File: config.mk
export PLATFORM = sky130hd
export DESIGN_NAME = reg_bank_ctl
export DESIGN_NICKNAME = d
export VERILOG_FILES = /design/src/rtl/reg_bank_ctl.sv
export SDC_FILE = /design/constraint.sdc
export NUM_CORES = 1
export LEC_CHECK = 0
export ABC_AREA = 0
export ABC_CLOCK_PERIOD_IN_PS = 5980
export CAP_MARGIN = 20
export CORE_MARGIN = 4
export CORE_UTILIZATION = 55
export DETAILED_ROUTE_END_ITERATION = 10
export PLACE_DENSITY_LB_ADDON = 0.05
export SKIP_CTS_REPAIR_TIMING = 1
export SLEW_MARGIN = 10
export SYNTH_ARGS = -nofsm -noshare
export SYNTH_HDL_FRONTEND = slang
export SYNTH_SLANG_ARGS = --single-unit
export TNS_END_PERCENT = 1
File: constraint.sdc
create_clock -name clk -period 5.98 [get_ports clk]
set_input_delay 0.598 -clock clk [delete_from_list [all_inputs] [get_ports clk]]
set_output_delay 0.598 -clock clk [all_outputs]
set_load 0.03 [all_outputs]
File: src/rtl/reg_bank_ctl.sv
// Bank of NUM_REGS registers with load/inc/dec ops, result flags and a
// multi-cycle clear-all sweep. Two independent combinational read ports.
//
//  state    | meaning
//  ---------+-----------------------------------------------------------
//  ST_IDLE  | ops accepted; clr_all starts a sweep
//  ST_SWEEP | one register cleared per cycle, ops and clr_all ignored
module reg_bank_ctl #(
    parameter int               WIDTH     = 8,
    parameter int               NUM_REGS  = 4,
    parameter int               ADDR_W    = 2,
    parameter logic [WIDTH-1:0] RESET_VAL = '0,
    parameter int               SATURATE  = 0
) (
    input  logic              clk,
    input  logic              rst_n,
    input  logic              op_valid,
    output logic              op_ready,
    input  logic [1:0]        op_code,
    input  logic [ADDR_W-1:0] op_addr,
    input  logic [WIDTH-1:0]  op_data,
    input  logic              clr_all,
    output logic              busy,
    input  logic [ADDR_W-1:0] rd_addr_a,
    output logic [WIDTH-1:0]  rd_data_a,
    input  logic [ADDR_W-1:0] rd_addr_b,
    output logic [WIDTH-1:0]  rd_data_b,
    output logic              carry,
    output logic              zero
);

    typedef enum logic {
        ST_IDLE  = 1'b0,
        ST_SWEEP = 1'b1
    } state_t;

    localparam logic [1:0] OP_NOP  = 2'b00;
    localparam logic [1:0] OP_LOAD = 2'b01;
    localparam logic [1:0] OP_INC  = 2'b10;
    localparam logic [1:0] OP_DEC  = 2'b11;

    localparam logic [WIDTH-1:0]  ZERO_W   = '0;
    localparam logic [WIDTH-1:0]  ONES_W   = '1;
    localparam logic [WIDTH-1:0]  ONE_W    = WIDTH'(1);
    localparam logic [ADDR_W-1:0] ONE_A    = ADDR_W'(1);
    localparam logic [ADDR_W-1:0] LAST_IDX = ADDR_W'(NUM_REGS - 1);
    localparam logic [ADDR_W:0]   NREGS_X  = (ADDR_W + 1)'(NUM_REGS);

    state_t            state_q, state_d;
    logic [ADDR_W-1:0] idx_q, idx_d;
    logic              carry_q, carry_d;
    logic              zero_q, zero_d;
    logic [WIDTH-1:0]  regs_q [NUM_REGS];
    logic [WIDTH-1:0]  regs_d [NUM_REGS];

    logic              accept;
    logic [WIDTH-1:0]  cur_val;
    logic [WIDTH-1:0]  res_val;
    logic              res_carry;

    assign busy     = (state_q == ST_SWEEP);
    assign op_ready = ~busy;
    assign carry    = carry_q;
    assign zero     = zero_q;

    assign accept = op_valid & op_ready & (op_code != OP_NOP) &
                    ({1'b0, op_addr} < NREGS_X);

    // Operand fetch; out-of-range addresses never reach the write below.
    always_comb begin
        cur_val = ZERO_W;
        for (int i = 0; i < NUM_REGS; i++) begin
            if (op_addr == ADDR_W'(i)) begin
                cur_val = regs_q[i];
            end
        end
    end

    always_comb begin
        res_val   = cur_val;
        res_carry = 1'b0;
        case (op_code)
            OP_LOAD: begin
                res_val = op_data;
            end
            OP_INC: begin
                if (cur_val == ONES_W) begin
                    res_carry = 1'b1;
                    res_val   = (SATURATE != 0) ? ONES_W : ZERO_W;
                end else begin
                    res_val = cur_val + ONE_W;
                end
            end
            OP_DEC: begin
                if (cur_val == ZERO_W) begin
                    res_carry = 1'b1;
                    res_val   = (SATURATE != 0) ? ZERO_W : ONES_W;
                end else begin
                    res_val = cur_val - ONE_W;
                end
            end
            default: begin
                res_val   = cur_val;
                res_carry = 1'b0;
            end
        endcase
    end

    always_comb begin
        state_d = state_q;
        idx_d   = idx_q;
        carry_d = carry_q;
        zero_d  = zero_q;
        regs_d  = regs_q;

        if (accept) begin
            for (int i = 0; i < NUM_REGS; i++) begin
                if (op_addr == ADDR_W'(i)) begin
                    regs_d[i] = res_val;
                end
            end
            carry_d = res_carry;
            zero_d  = (res_val == ZERO_W);
        end

        case (state_q)
            ST_IDLE: begin
                if (clr_all) begin
                    state_d = ST_SWEEP;
                    idx_d   = '0;
                end
            end
            ST_SWEEP: begin
                for (int i = 0; i < NUM_REGS; i++) begin
                    if (idx_q == ADDR_W'(i)) begin
                        regs_d[i] = ZERO_W;
                    end
                end
                if (idx_q == LAST_IDX) begin
                    state_d = ST_IDLE;
                    idx_d   = '0;
                end else begin
                    idx_d = idx_q + ONE_A;
                end
            end
            default: begin
                state_d = ST_IDLE;
                idx_d   = '0;
            end
        endcase
    end

    always_ff @(posedge clk) begin
        if (!rst_n) begin
            state_q <= ST_IDLE;
            idx_q   <= '0;
            carry_q <= 1'b0;
            zero_q  <= 1'b0;
            for (int i = 0; i < NUM_REGS; i++) begin
                regs_q[i] <= RESET_VAL;
            end
        end else begin
            state_q <= state_d;
            idx_q   <= idx_d;
            carry_q <= carry_d;
            zero_q  <= zero_d;
            regs_q  <= regs_d;
        end
    end

    // Read ports: unmapped addresses read as zero.
    always_comb begin
        rd_data_a = ZERO_W;
        rd_data_b = ZERO_W;
        for (int i = 0; i < NUM_REGS; i++) begin
            if (rd_addr_a == ADDR_W'(i)) begin
                rd_data_a = regs_q[i];
            end
            if (rd_addr_b == ADDR_W'(i)) begin
                rd_data_b = regs_q[i];
            end
        end
    end

endmodule

* Word level (Yosys, flattened, before mapping)
Cells that the tools add are included.
Word-level totals: flip-flop bits (word level) 37, bits in latches 0, bits in writable memories 0, memory bits (read-only) 0, input bits 20, memories 0
Operators by class: $add $sub $neg 3, multipliers 0, divide/modulo/power cells 0, $lt $le $gt $ge 0, equal/unequal tests 17, shift-type cells 0, multiplexer cells 34, bitwise operators 3, reductions and logical operators 7
Operators by type and width (number):
- $mux 8 | 22
- $mux 32 | 2
- $pmux 8 s3 | 1
- $eq 2x2->1 const B | 10
- $logic_not 8->1 | 2
- $eq 2x1->1 const B | 5
- $add 8x1->8 const B | 1
- $eq 8x8->1 const B | 1
- $logic_not 2->1 | 4
- $sub 8x1->8 const B | 1
- $mux 1 | 4
- $mux 2 | 2
- $pmux 1 s2 | 2
- $pmux 2 s2 | 1
- $add 2x1->2 const B | 1
- $and 1x1->1 | 2
- $ne 2x1->1 const B | 1
- $reduce_bool 2->1 | 1
- $not 1->1 | 1

* Longest topological paths before layout
depth in word-level cells 12, mapped depth 10, depth with buffers taken out 9

* Worst setup path before layout
OpenSTA, ideal clock, no wires.
path kind input -> register, start input op_addr[0], end register zero_q, in the netlist zero, setup time 135 ps, arrival time 2579 ps, data required time 5845 ps, path slack 3266 ps, stages on the path 10, path buffers 1, cell sequence buf_6 -> mux4_2 -> inv_1 -> ha_1 -> nor3b_2 -> xor2_1 -> mux2i_1 -> o21ai_1 -> and4b_1 -> o2bb2ai_1
Between the ends: cells in the longest elaborated chain, start to end 9, elaborated cells between the ends (all ways) 16
Ends and longest elaborated chain:
- from (decl) | line 20 | input logic [ADDR_W-1:0] op_addr,
- $logic_not 2->1 | line 73 | if (op_addr == ADDR_W'(i)) begin
- $mux 8 (3 in a row) | line 73
- $mux 8 (*) | line 73
- $sub 8x1->8 (tied with other cells) | line 99 | res_val = cur_val - ONE_W;
- $mux 8 (on tied branches) | line 95, 87
- $pmux 8 s3 (*) | line 82 | case (op_code)
- $logic_not 8->1 (*) | line 123 | zero_d = (res_val == ZERO_W);
- to (signal assigned) | line 166 | zero_q <= zero_d;
- to (decl) | line 52 | logic zero_q, zero_d;
Every way passes the cells marked *; elsewhere a longest branch is shown, timed or not. A chain may end at the register's enable or synchronous reset.

* Worst setup path in the final report
Ends and elaborated chain as after synthesis.

==> flow_summary.yaml <==
min_path:
  hold_class: "flip-flop to flip-flop"
  worstHoldStart: "regs_q[4]$_SDFF_PN0_"
  hold_path_depth: 2
die:
  io_pins: 40
  fp-row-count: 24
  die_w_um: 77.4
  die_area_um2: 5990
  die_y_um: 77.4
  coreArea_um2: 4500
  start_util: 0.588
final_layout:
  nFillCells: 359
  nNetsFinal: 329
  layout-drive-gt1-share: 0.142
  fin_area_um2: 3070
  syn2layout_area_growth_pct: 16.0
  num_antenna_cells: 0
  instances_no_fill: 355
detailed_routing:
  wirelength_um: 6810
  dr_total_vias: 2278
  drtIter0Drc: 234
  antenna_left: 0
  first_pass_iters: 5
  drc: 0
  routed_via_density: 6.42
  routedWlPerCell_um: 19.2
worst_setup_path:
  startpoint: "op_addr[0]"
  path_cells: "clkdlybuf4s50_1, mux4_2, inv_1, ha_1, nor3b_2, xor2_1, mux2i_1, o21ai_1, and4b_1, o2bb2ai_1"
  cp.arrival_ns: 3.87
  cp_slowest_cell: "clkdlybuf4s50_1"
  crit_buf_inv: 2
  r2r_slack_ns: 3.25
  worstSetupEndpointType: "flip-flop"
  startpoint_type: "input port"
  max_stage_delay_ns: 0.90
  r2r-start: "regs_q[1]$_SDFF_PN0_"
  worstSetupPathType: "input port to flip-flop"
  worstPathRequired_ns: 6.16
  r2r_end: "zero$_SDFFE_PN0P_"
  cp.depth: 10
  path_delay_family: "buffers and inverters"
  worstPathMaxFanout: 13
  rr_worst_depth: 9
  endpoint: "zero$_SDFFE_PN0P_"
grt:
  grt_use_met3: 0.0405
  grt_pass1_wl_um: 11100
  use_met1: 0.321
  grt_usage: 0.234
  antenna_found_initial: 0
  grt_start_max_net_pins: 21
  grt_pass1_vias: 2121
  top_usage_layer: "met2"
  grt_overflow_total: 0
  use_met2: 0.377
logic_synthesis:
  synth.distinct_cells: 51
  synthTopCellsByArea: "dfxtp_1 (28%), mux4_2 (18%), mux2i_1 (7.2%), nor2_1 (5.2%), nand2_1 (4.4%)"
  synth-main-ff-cell: "dfxtp_1"
  synth_edf_count: 0
  yosysWarnings: 0
  syn_area_um2: 2650
  netlist_instances: 271
  syn_nets: 297
  synth_top_area_frac: 0.280
  avgSynthCellArea_um2: 9.76
  ys_seq_elements: 37
  netlist.top_cell.by_area: "dfxtp_1"
  async_flop_share: 0
  ys_seq_area_frac: 0.280
clocking:
  clk_latency_ns: 0.30
  root_buffer: "clkbuf_8"
  path_clk_slew_ns: 0.08
  cts_inserted_buffers: 5
  clock-sinks: 37
  cts_tree: "done"
  clockBufferDepth: 2
  htree_levels: 2
power_and_ir_drop:
  power.density_nw_per_um2: 185
  p_leak_uw: 0.00104
  max-vdd-ir-drop_mv: 0.143
timing:
  maxSlewViolCount: 0
  rsz0062_at_grt: "no"
  hold_viol_final: 0
  period_share: 0.616
  worst_slew_margin_rel: 0.327
  max_freq_mhz: 271
  fin_worst_skew_ns: 0.00979
  setup_viol: 0
  tightestPinTransition_ns: 1.01
  fin_tns_setup_ns: 0
  period_needed_ns: 3.68
placement:
  numPortBuffers: 39
  placed_area_um2: 2990
  gp_congestion: 0.889
  place_inst: 348
  dp_hpwl_um: 4980
job:
  drv_cap: 0
status:
  outcome: "complete, no violations"
layout by cell type (no fill, tap or decap), types with 2 or more instances in the layout:
| cell type | count |
|---|---|
| mux4_2 | 21 |
| nor2_1 | 37 |
| nor4_2 | 2 |
| a211oi_1 | 12 |
| and2_1 | 3 |
| a21oi_1 | 16 |
| dfxtp_1 | 37 |
| nor2b_1 | 2 |
| mux2i_1 | 19 |
| inv_1 | 9 |
| a31oi_1 | 2 |
| nand2_1 | 31 |
| o21ai_0 | 7 |
| nor3b_1 | 3 |
| nand4_1 | 3 |
| clkdlybuf4s50_1 | 39 |
| xor2_1 | 3 |
| ha_1 | 6 |
| nor3_1 | 6 |
| mux4_1 | 3 |
| xnor2_1 | 3 |
| buf_4 | 3 |
| clkbuf_8 | 5 |
| nand3_1 | 4 |
sequential cells by signal (all words and copies together) (netlist names):
name    flops
zero        1
regs_q     32
carry       1
idx_q       2
busy        1
cell type report:
type                            count  area (um2)  area share
Multi-Input combinational cell    208        1740       0.565
Sequential cell                    37         741       0.241
Timing Repair Buffer               42         413       0.135
Clock buffer                        6        72.6      0.0236
Tap cell                           52        65.1      0.0212
Inverter                            9        33.8      0.0110
Clock inverter                      1        8.76     0.00285
report_power, final:
part	switching, uW	total, uW	internal, uW
Combinational	75.4	135	59.7
Clock	90.6	171	80.7
Sequential	7.82	262	254
cell usage after synthesis, types with 2 or more instances:
| cell | count |
|---|---|
| a211oi_1 | 12 |
| a21oi_1 | 16 |
| a31oi_1 | 2 |
| and2_1 | 3 |
| buf_1 | 2 |
| buf_2 | 2 |
| buf_6 | 4 |
| clkbuf_1 | 5 |
| clkbuf_8 | 4 |
| dfxtp_1 | 37 |
| ha_1 | 6 |
| inv_1 | 9 |
| mux2i_1 | 19 |
| mux4_1 | 3 |
| mux4_2 | 21 |
| nand2_1 | 31 |
| nand3_1 | 4 |
| nand4_1 | 3 |
| nor2_1 | 37 |
| nor2b_1 | 2 |
| nor3_1 | 6 |
| nor3b_1 | 3 |
| nor4_2 | 2 |
| o21ai_0 | 7 |
| xnor2_1 | 3 |
| xor2_1 | 3 |
how the worst min path moves through the flow:
stage	endpoint	slack (ns)
detailed placement	regs_q[4]$_SDFF_PN0_	0.48
CTS	regs_q[4]$_SDFF_PN0_	0.49
global route	regs_q[0]$_SDFF_PN0_	0.52
finish	regs_q[4]$_SDFF_PN0_	0.49
global placement	regs_q[5]$_SDFF_PN0_	0.47
floorplan	regs_q[4]$_SDFF_PN0_	0.45
cells by family (layout without fill, tap and decap cells):
logic type,after synthesis,count (layout),share of synthesized area
AND/OR/NAND/NOR,104,104,0.198
AO/OA/AOI/OAI,48,48,0.125
multiplexers,44,44,0.285
flip-flops,37,37,0.280
buffers and inverters,26,58,0.0643
adder cells (fa/ha/maj),6,6,0.0284
XOR/XNOR,6,6,0.0199
worst reg2reg max path, delay by kind of cell, from the launching register on:
kind / cells / cell delay, ns
muxes: 2 / 0.66
AOI/OAI and AO/OA: 2 / 0.51
and+or+nand+nor: 2 / 0.49
DFF: 1 / 0.34
adders and majority gates: 1 / 0.29
xor gates and xnor gates: 1 / 0.19
buffers and inverters: 1 / 0.15
metrics by stage:
step	total power [uW]	utilization	hold slack [ns]	worst slack [ns]
CTS	570	0.681	0.489	2.31
floorplan	362	-	0.451	3.27
global route	592	0.681	0.525	2.08
detailed placement	402	0.663	0.478	2.03
global placement	401	0.663	0.470	2.10
finish	568	0.681	0.491	2.30
routing by layer:
layer	vias up	share of wire
met3	13	0.060
li1	1070	-
met5	-	0
met4	0	0.020
met2	93	0.49
met1	1102	0.43
Note: power is estimated with default switching activity, not from simulation.
